$ cat src/rtl/sort_step_sequencer.sv
// Step scheduler for the bubble-sort engine: free-run, pause, single step
// forward and undo via a circular history of completed compare/swap steps.
module sort_step_sequencer #(
  parameter int STEP_DELAY      = 100_000_000,
  parameter int DEBOUNCE_CYCLES = 1_000_000,
  parameter int IDX_W           = 3,
  parameter int HIST_DEPTH      = 16
) (
  input  logic                          clk,
  input  logic                          reset_n,
  input  logic                          sw_enable,
  input  logic                          sw_run,
  input  logic                          btn_pause,
  input  logic                          btn_next,
  input  logic                          btn_prev,
  input  logic [1:0]                    rate_sel,
  output logic                          step_req,
  input  logic                          step_ack,
  input  logic                          step_swapped,
  input  logic [IDX_W-1:0]              step_idx,
  input  logic                          sort_done,
  output logic                          undo_req,
  output logic [IDX_W-1:0]              undo_idx,
  output logic                          undo_swap,
  input  logic                          undo_ack,
  output logic                          running,
  output logic                          paused,
  output logic                          finished,
  output logic [$clog2(HIST_DEPTH):0]   hist_count
);

  localparam int CNT_W = $clog2(STEP_DELAY + 2);
  localparam int DB_W  = $clog2(DEBOUNCE_CYCLES + 2);
  localparam int PTR_W = $clog2(HIST_DEPTH);
  localparam int HC_W  = PTR_W + 1;
  localparam logic [DB_W-1:0] DB_LAST = DB_W'(DEBOUNCE_CYCLES - 1);
  localparam logic [HC_W-1:0] HC_FULL = HC_W'(HIST_DEPTH);

  typedef enum logic [2:0] {
    S_IDLE, S_RUN_WAIT, S_RUN_REQ, S_PAUSED, S_STEP_REQ, S_UNDO_REQ, S_DONE
  } state_t;

  state_t state, state_nxt;

  // Button path: two synchronizer stages, then per-button debounce counters.
  logic [2:0]      btn_raw;
  logic [2:0]      sync_p0, sync_p1;
  logic [2:0]      db_level;
  logic [2:0]      press;
  logic [DB_W-1:0] db_cnt [3];
  logic            pause_press, next_press, prev_press;

  assign btn_raw     = {btn_prev, btn_next, btn_pause};
  assign pause_press = press[0];
  assign next_press  = press[1];
  assign prev_press  = press[2];

  always_ff @(posedge clk or negedge reset_n) begin
    if (!reset_n) begin
      sync_p0 <= '0;
      sync_p1 <= '0;
    end else begin
      sync_p0 <= btn_raw;
      sync_p1 <= sync_p0;
    end
  end

  always_ff @(posedge clk or negedge reset_n) begin
    if (!reset_n) begin
      db_level <= '0;
      press    <= '0;
      for (int b = 0; b < 3; b++) db_cnt[b] <= '0;
    end else begin
      for (int b = 0; b < 3; b++) begin
        press[b] <= 1'b0;
        if (sync_p1[b] == db_level[b]) begin
          db_cnt[b] <= '0;
        end else if (db_cnt[b] >= DB_LAST) begin
          db_level[b] <= sync_p1[b];
          press[b]    <= sync_p1[b];
          db_cnt[b]   <= '0;
        end else begin
          db_cnt[b] <= db_cnt[b] + DB_W'(1);
        end
      end
    end
  end

  // Auto-step delay; a zero threshold is stretched to one cycle.
  logic [CNT_W-1:0] delay_cnt, delay_thr;
  logic             wait_done;

  always_comb begin
    delay_thr = CNT_W'(STEP_DELAY >> rate_sel);
    if (delay_thr == '0) delay_thr = CNT_W'(1);
  end

  assign wait_done = (delay_cnt + CNT_W'(1)) >= delay_thr;

  // History stack: pointer addresses the next free slot, wrapping over the oldest.
  logic [IDX_W:0]   hist_mem [HIST_DEPTH];
  logic [PTR_W-1:0] hist_ptr;
  logic [IDX_W:0]   hist_top;
  logic             push, pop, hist_clr;

  assign hist_top = hist_mem[hist_ptr - PTR_W'(1)];

  always_ff @(posedge clk) begin
    if (push) hist_mem[hist_ptr] <= {step_swapped, step_idx};
  end

  always_ff @(posedge clk or negedge reset_n) begin
    if (!reset_n) begin
      hist_ptr   <= '0;
      hist_count <= '0;
    end else if (hist_clr) begin
      hist_ptr   <= '0;
      hist_count <= '0;
    end else if (push) begin
      hist_ptr <= hist_ptr + PTR_W'(1);
      if (hist_count != HC_FULL) hist_count <= hist_count + HC_W'(1);
    end else if (pop) begin
      hist_ptr   <= hist_ptr - PTR_W'(1);
      hist_count <= hist_count - HC_W'(1);
    end
  end

  // Control FSM
  logic pause_pend, pend_nxt, cnt_clr, cnt_inc;

  always_ff @(posedge clk or negedge reset_n) begin
    if (!reset_n) begin
      state      <= S_IDLE;
      pause_pend <= 1'b0;
      delay_cnt  <= '0;
    end else begin
      state      <= state_nxt;
      pause_pend <= pend_nxt;
      if (cnt_clr)      delay_cnt <= '0;
      else if (cnt_inc) delay_cnt <= delay_cnt + CNT_W'(1);
    end
  end

  always_comb begin
    state_nxt = state;
    pend_nxt  = pause_pend;
    cnt_clr   = 1'b0;
    cnt_inc   = 1'b0;
    push      = 1'b0;
    pop       = 1'b0;
    hist_clr  = 1'b0;
    if (!sw_enable) begin
      state_nxt = S_IDLE;
      pend_nxt  = 1'b0;
      hist_clr  = 1'b1;
    end else begin
      case (state)
        S_IDLE: begin
          if (sw_run) begin
            state_nxt = S_RUN_WAIT;
            cnt_clr   = 1'b1;
          end
        end
        S_RUN_WAIT: begin
          cnt_inc = 1'b1;
          if (!sw_run)          state_nxt = S_PAUSED;
          else if (sort_done)   state_nxt = S_DONE;
          else if (pause_press) state_nxt = S_PAUSED;
          else if (wait_done) begin
            state_nxt = S_RUN_REQ;
            cnt_clr   = 1'b1;
          end
        end
        S_RUN_REQ: begin
          if (pause_press) pend_nxt = 1'b1;
          if (step_ack) begin
            push     = 1'b1;
            pend_nxt = 1'b0;
            cnt_clr  = 1'b1;
            if (pause_press || pause_pend || !sw_run) state_nxt = S_PAUSED;
            else                                      state_nxt = S_RUN_WAIT;
          end
        end
        S_PAUSED: begin
          if (pause_press) begin
            state_nxt = S_RUN_WAIT;
            cnt_clr   = 1'b1;
          end else if (next_press) begin
            if (!sort_done) state_nxt = S_STEP_REQ;
          end else if (prev_press && hist_count != '0) begin
            state_nxt = S_UNDO_REQ;
          end
        end
        S_STEP_REQ: begin
          if (step_ack) begin
            push      = 1'b1;
            state_nxt = S_PAUSED;
          end
        end
        S_UNDO_REQ: begin
          if (undo_ack) begin
            pop       = 1'b1;
            state_nxt = S_PAUSED;
          end
        end
        S_DONE: begin
          if (prev_press && hist_count != '0) state_nxt = S_UNDO_REQ;
        end
        default: state_nxt = S_IDLE;
      endcase
    end
  end

  assign step_req  = (state == S_RUN_REQ) || (state == S_STEP_REQ);
  assign undo_req  = (state == S_UNDO_REQ);
  assign undo_idx  = undo_req ? hist_top[IDX_W-1:0] : '0;
  assign undo_swap = undo_req & hist_top[IDX_W];
  assign running   = (state == S_RUN_WAIT) || (state == S_RUN_REQ);
  assign paused    = (state == S_PAUSED) || (state == S_STEP_REQ) || (state == S_UNDO_REQ);
  assign finished  = (state == S_DONE);

endmodule

$ cat config.mk
export PLATFORM = sky130hd
export DESIGN_NAME = sort_step_sequencer
export DESIGN_NICKNAME = d
export VERILOG_FILES = /design/src/rtl/sort_step_sequencer.sv
export SDC_FILE = /design/constraint.sdc
export NUM_CORES = 1
export LEC_CHECK = 0
export CORE_ASPECT_RATIO = 0.6
export CORE_UTILIZATION = 64
export CTS_BUF_LIST = sky130_fd_sc_hd__clkbuf_8
export DETAILED_ROUTE_END_ITERATION = 8
export PLACE_DENSITY = 0.88
export SLEW_MARGIN = 20
export SYNTH_ARGS = -nofsm -noshare
export SYNTH_HDL_FRONTEND = slang
export SYNTH_SLANG_ARGS = --single-unit
$ cat constraint.sdc
create_clock -name clk -period 4.4 [get_ports clk]
set_input_delay 0.66 -clock clk [delete_from_list [all_inputs] [get_ports clk]]
set_output_delay 0.66 -clock clk [all_outputs]
set_load 0.02 [all_outputs]
Word level (Yosys, flattened, before mapping)
Memory sizes are Yosys's and may differ from the RTL's. Index checks and enable logic that the tools add are counted.

Bits in registers: 112. Memory bits (writable): 64. Input port bits: 16. Output and inout port bits: 14. Logic and storage cells: 131. Memories kept: 1.

Memories: hist_mem (depth 16, bits a word 4, read ports 1, clocked after memory_dff 0, wr ports 1, line 101) `logic [IDX_W:0] hist_mem [HIST_DEPTH];`.

Add/subtract/negate cells: 8. Order comparisons: 4. Equality and inequality tests: 20. Shift-type cells: 1. Mux-type cells: 60. Bitwise gates (word level): 4. Reduce and logical (&&, ||, !) cells: 19.

Operator list (number): 20-bit 2-to-1 mux (6); 27-bit 2-to-1 mux (3); 20-bit by 1-bit adder with 20-bit output, second input constant (3); 20-bit greater-or-equal comparator, second input constant (3); 3-bit 2-to-1 mux (14); 27-bit by 1-bit adder with 27-bit output, second input constant (1); 27-bit greater-or-equal comparator (1); 27-bit logical NOT (1); 1-bit 2-to-1 mux (27); 27-bit by 2-bit >> shifter with 27-bit output, first input constant (1); 3-bit one-hot mux with 7 select lines (1); 5-bit 2-to-1 mux (4); 4-bit 2-to-1 mux (3); 5-bit != test, second input constant (2); 2-bit AND reduction (5); 3-bit == test, second input constant (3); 3-bit != test, second input constant (3); 3-bit by 2-bit == test with 1-bit output, second input constant (2); 1-bit logical OR (6); 3-bit by 1-bit != test with 1-bit output, second input constant (2); 3-bit by 2-bit != test with 1-bit output, second input constant (2); 6-bit != test, second input constant (1); 6-bit AND reduction (1); 5-bit by 1-bit adder with 5-bit output, second input constant (1); other kinds (16) (20).

Logic depth before layout (Yosys ltp)
Depth in word-level cells: 11. Gate-level depth with buffers: 15. Depth with buffers taken out: 13.

Worst setup path before layout
OpenSTA, ideal clock, no wires.

Path type: flip-flop to output port. From: reg hist_ptr[0]. To: out undo_idx[0]. Data arrival time: 3.173 ns. Required time: 3.740 ns. Path slack: 0.567 ns. Cell stages (with the launch flop): 10. Buffers on the path: 4. Cells stage by stage: dfrtp_1 > buf_2 > buf_1 > inv_1 > ha_1 > buf_1 > buf_1 > mux4_2 > mux2i_1 > a211oi_1.

Word-level cells in the longest chain between the ends: 3.

RTL lines: start, declared (line 102) `logic [PTR_W-1:0] hist_ptr;`; start signal, assigned (line 120) `hist_ptr <= hist_ptr + PTR_W'(1);`; start signal, assigned (line 123) `hist_ptr <= hist_ptr - PTR_W'(1);`; 4-bit by 1-bit subtractor with 4-bit output (line 106) `assign hist_top = hist_mem[hist_ptr - PTR_W'(1)];`; memory read 16 x 4 bit; 3-bit 2-to-1 mux (line 216) `assign undo_idx = undo_req ? hist_top[IDX_W-1:0] : '0;`; end, declared (line 23) `output logic [IDX_W-1:0] undo_idx,`.

Every way passes these cells.

Worst setup path in the final report
From: reg delay_cnt[5]. To: reg delay_cnt[13].

Word-level cells in the longest chain between the ends: 9. Elaborated cells between the ends (all ways): 11. Those cells by class: add/sub (1); order compare (1); mux (8); reduce/logical (1).

RTL lines: start, declared (line 90) `logic [CNT_W-1:0] delay_cnt, delay_thr;`; start signal, assigned (line 140) `else if (cnt_inc) delay_cnt <= delay_cnt + CNT_W'(1);`; 27-bit by 1-bit adder with 27-bit output (*) (line 98, 140); 27-bit greater-or-equal comparator (line 98) `assign wait_done = (delay_cnt + CNT_W'(1)) >= delay_thr;`; 1-bit 2-to-1 mux (line 169) `else if (wait_done) begin`; 1-bit 2-to-1 mux (line 168) `else if (pause_press) state_nxt = S_PAUSED;`; 1-bit 2-to-1 mux (line 167) `else if (sort_done) state_nxt = S_DONE;`; 1-bit 2-to-1 mux (line 166) `if (!sw_run) state_nxt = S_PAUSED;`; 1-bit one-hot mux with 4 select lines (line 157) `case (state)`; 1-bit 2-to-1 mux (line 152) `if (!sw_enable) begin`; 27-bit 2-to-1 mux / 2-bit nonzero test (equally long branches).

Every way passes the cells marked *; elsewhere a longest branch is shown, timed or not. The select of a mux whose other input is x is not followed. A chain may end at the register's enable or synchronous reset.

==> results.ini <==
[sta]
finalHoldViolations=0
slew_headroom_pct=38.9
worst_hold_slack_ns=0.333
drv_slew=0
max_freq_ghz=0.242
setup_viol=0
fin_crit_ns=4.13
max_slew.worst_pin.slew_ns=0.917
fin_setup_tns_ns=0
rsz0062_at_grt=no
fin_crit_sh_pct=94.0
clock_skew_ns=0.0131

[logic_synthesis]
yosysTopAreaCell=dfrtp_1
synth_seq_area_share_pct=51.6
yosysWarningCount=0
synth_compound_area_share_pct=6.76
synth.cell_area_sq_um=9160
synthMuxAreaShare_pct=4.85
ys_ff_latch=176
netlist-cell-type-count=57
synth.area.top_cells=dfrtp_1 31%, edfxtp_1 21%, xnor2_1 5.3%
syn_inst=859
synth-xor-area-share_pct=10.1
yosys.area_share.simple_pct=20.0
synthArstFlopShare_pct=63.6
synth_nets=906
synth_top_family_by_area=simple AND/OR/NAND/NOR gates
synth-edff-count=64
synth_fa_ha_area_share_pct=4.32
synth_top_cell_area_share_pct=30.6
synth.most_common_cell=nor2_1
synth.top_cells.by_count=127 x nor2_1, 112 x dfrtp_1, 93 x nand2_1
synth_ff_type=dfrtp_1
syn_avg_cell_area_sq_um=10.7

[cells_and_area]
syn2layout_area_growth_pct=9.40
nFillCells=929
utilization_pct=72.6
final_net_count=937
n_antenna_cell=0
layout-drive-gt1-share_pct=7.09

[clocking]
cts_buffer_depth=2
cts_max_level=4
numCtsBuffers=17
clock_sinks=176
clk_latency_ns=0.46
cts_root_buf=clkbuf_8
cts_hold_buf=0
post_cts_buffers=0
clk_pin_slew_ns=0.09
cts_tree=built

[power]
vdd_ir_drop_max_v=0.000243
p_leak_nw=4.16
power.density_nw_per_um2=389

[global_routing]
grt_pass1_vias=6252
antenna_found_initial=0
gr-usage-all-layers_pct=29.4
grt_pass1_wl_um=32600
gr-total-overflow=0
grt_max_degree=72

[routing]
vias=6691
avgViaCountPerCell=6.11
drt_pass1_iterations=5
drt_iter0_drc=694
drt_wl_total_um=19700
ant_nets=0
drc=0
wl_per_cell_um=18.0

[worst_setup_path]
critPathLaunch=delay_cnt[5]$_DFFE_PN0P_
r2r-end=delay_cnt[13]$_DFFE_PN0P_
cp-start-kind=flip-flop
r2r-start=delay_cnt[5]$_DFFE_PN0P_
reg2reg_depth=14
crit_type=reg2reg
endpoint=delay_cnt[13]$_DFFE_PN0P_
r2r_slack_ns=0.27
path_max_fanout=16
crit_arrival_ns=4.48
end_kind=flip-flop
worstPathRequired_ns=4.74

[place]
io_buffers=29
gp_congestion=0.960
dp_hpwl_um=14000

[die]
core-area_sq_um=13800
dieArea_sq_um=14800
initial_utilization_pct=66.4
die_h_um=94.7
die_w_um=156
io_pins=30
rows=33

[min_path]
hp-class=in2async

[flow_run]
max_cap_viol_count=0

[run_status]
status=completed

critical path, cell delays in order, from the launching register on:
cell	delay, ns
dfrtp_1	0.52
nand4_4	0.21
or4_1	0.64
nor4_2	0.44
and3_1	0.23
xor2_1	0.07
ha_1	0.30
and4_1	0.26
and4_1	0.22
a41oi_1	0.15
a2111oi_4	0.34
o21ai_2	0.15
a21oi_4	0.16
buf_4	0.24
nor2_1	0.08
logic make-up after synthesis:
family	after synthesis
mux	24
compound gates	90
buf+inv	51
simple gates	381
fa+ha+maj	31
flops	176
xor+xnor	106
cell type report:
cell class                 instances  area [sq um]  area share [%]
clock inverter                    14           126            1.26
inverter                          25          93.8           0.937
sequential                       176          4720            47.2
multi-input combinational        632          4230            42.2
timing repair buffer              38           355            3.55
tap                              192           240            2.40
clock buffer                      18           248            2.47
per-stage QoR:
step,power (mW),cells,cell area [sq um],setup slack [ns]
after CTS,3.88,1095,10000,0.246
after global routing,4.08,1095,10000,0.0607
final,3.89,1095,10000,0.266
after detailed placement,2.82,1063,9630,0.315
after global placement,2.79,1063,9630,0.510
after floorplan,2.51,859,9160,0.567
sequential cells by signal, summed over array words and instances (netlist names), 4 cells and up:
name / cells
delay_cnt: 27
hist_ptr: 4
db_cnt: 60
hist_mem: 64
hist_count: 5
metal layers:
metal	part of all wire [%]	GRT usage [%]	vias up
met2	42	40.9	296
met5	0	0	-
met1	48	46.4	3283
met4	1.1	7.52	0
li1	-	-	3090
met3	8.2	6.52	22
cell usage in the layout, fill, tap and decap left out, types with 4 or more instances in the layout:
cell type,count
a21oi_1,21
nor3b_1,7
and2_1,17
dfrtp_1,112
nand4_1,18
clkbuf_8,18
xnor2_1,55
nand3_1,40
mux4_2,16
clkdlybuf4s50_1,28
xor2_1,51
inv_1,29
nand2_1,93
o21a_1,4
a31oi_1,4
nor2b_1,7
a211oi_1,14
nor2_1,127
nand2b_1,4
mux2i_1,5
nor3_1,10
and3_1,27
and4_1,7
nor4_1,4
o21ai_0,20
edfxtp_1,64
or4_1,6
ha_1,30
buf_4,10
how the worst min path moves through the flow:
stage,startpoint,end,slack (ns),cells past startpoint
2_1_floorplan,sync_p0[0]$_DFF_PN0_,sync_p1[0]$_DFF_PN0_,0.33,0
3_3_place_gp,sync_p0[2]$_DFF_PN0_,sync_p1[2]$_DFF_PN0_,0.33,0
3_5_place_dp,sync_p0[2]$_DFF_PN0_,sync_p1[2]$_DFF_PN0_,0.33,0
4_1_cts,reset_n,delay_cnt[26]$_DFFE_PN0P_,0.35,1
5_1_grt,sync_p0[0]$_DFF_PN0_,sync_p1[0]$_DFF_PN0_,0.37,0
6_report,reset_n,delay_cnt[26]$_DFFE_PN0P_,0.33,1
what timing repair did:
| item | CTS | global route |
|---|---|---|
| endpoints found under the hold margin | 0 | 0 |
| gates resized for setup | 0 | 1 |
| setup endpoints to repair | 0 | 16 |
power breakdown:
part           internal [mW]  switching [mW]
combinational          0.394           0.562
clock                  0.509           0.571
sequential              1.75           0.104
total                   2.66            1.24
Power figures use the tool's default switching activity.
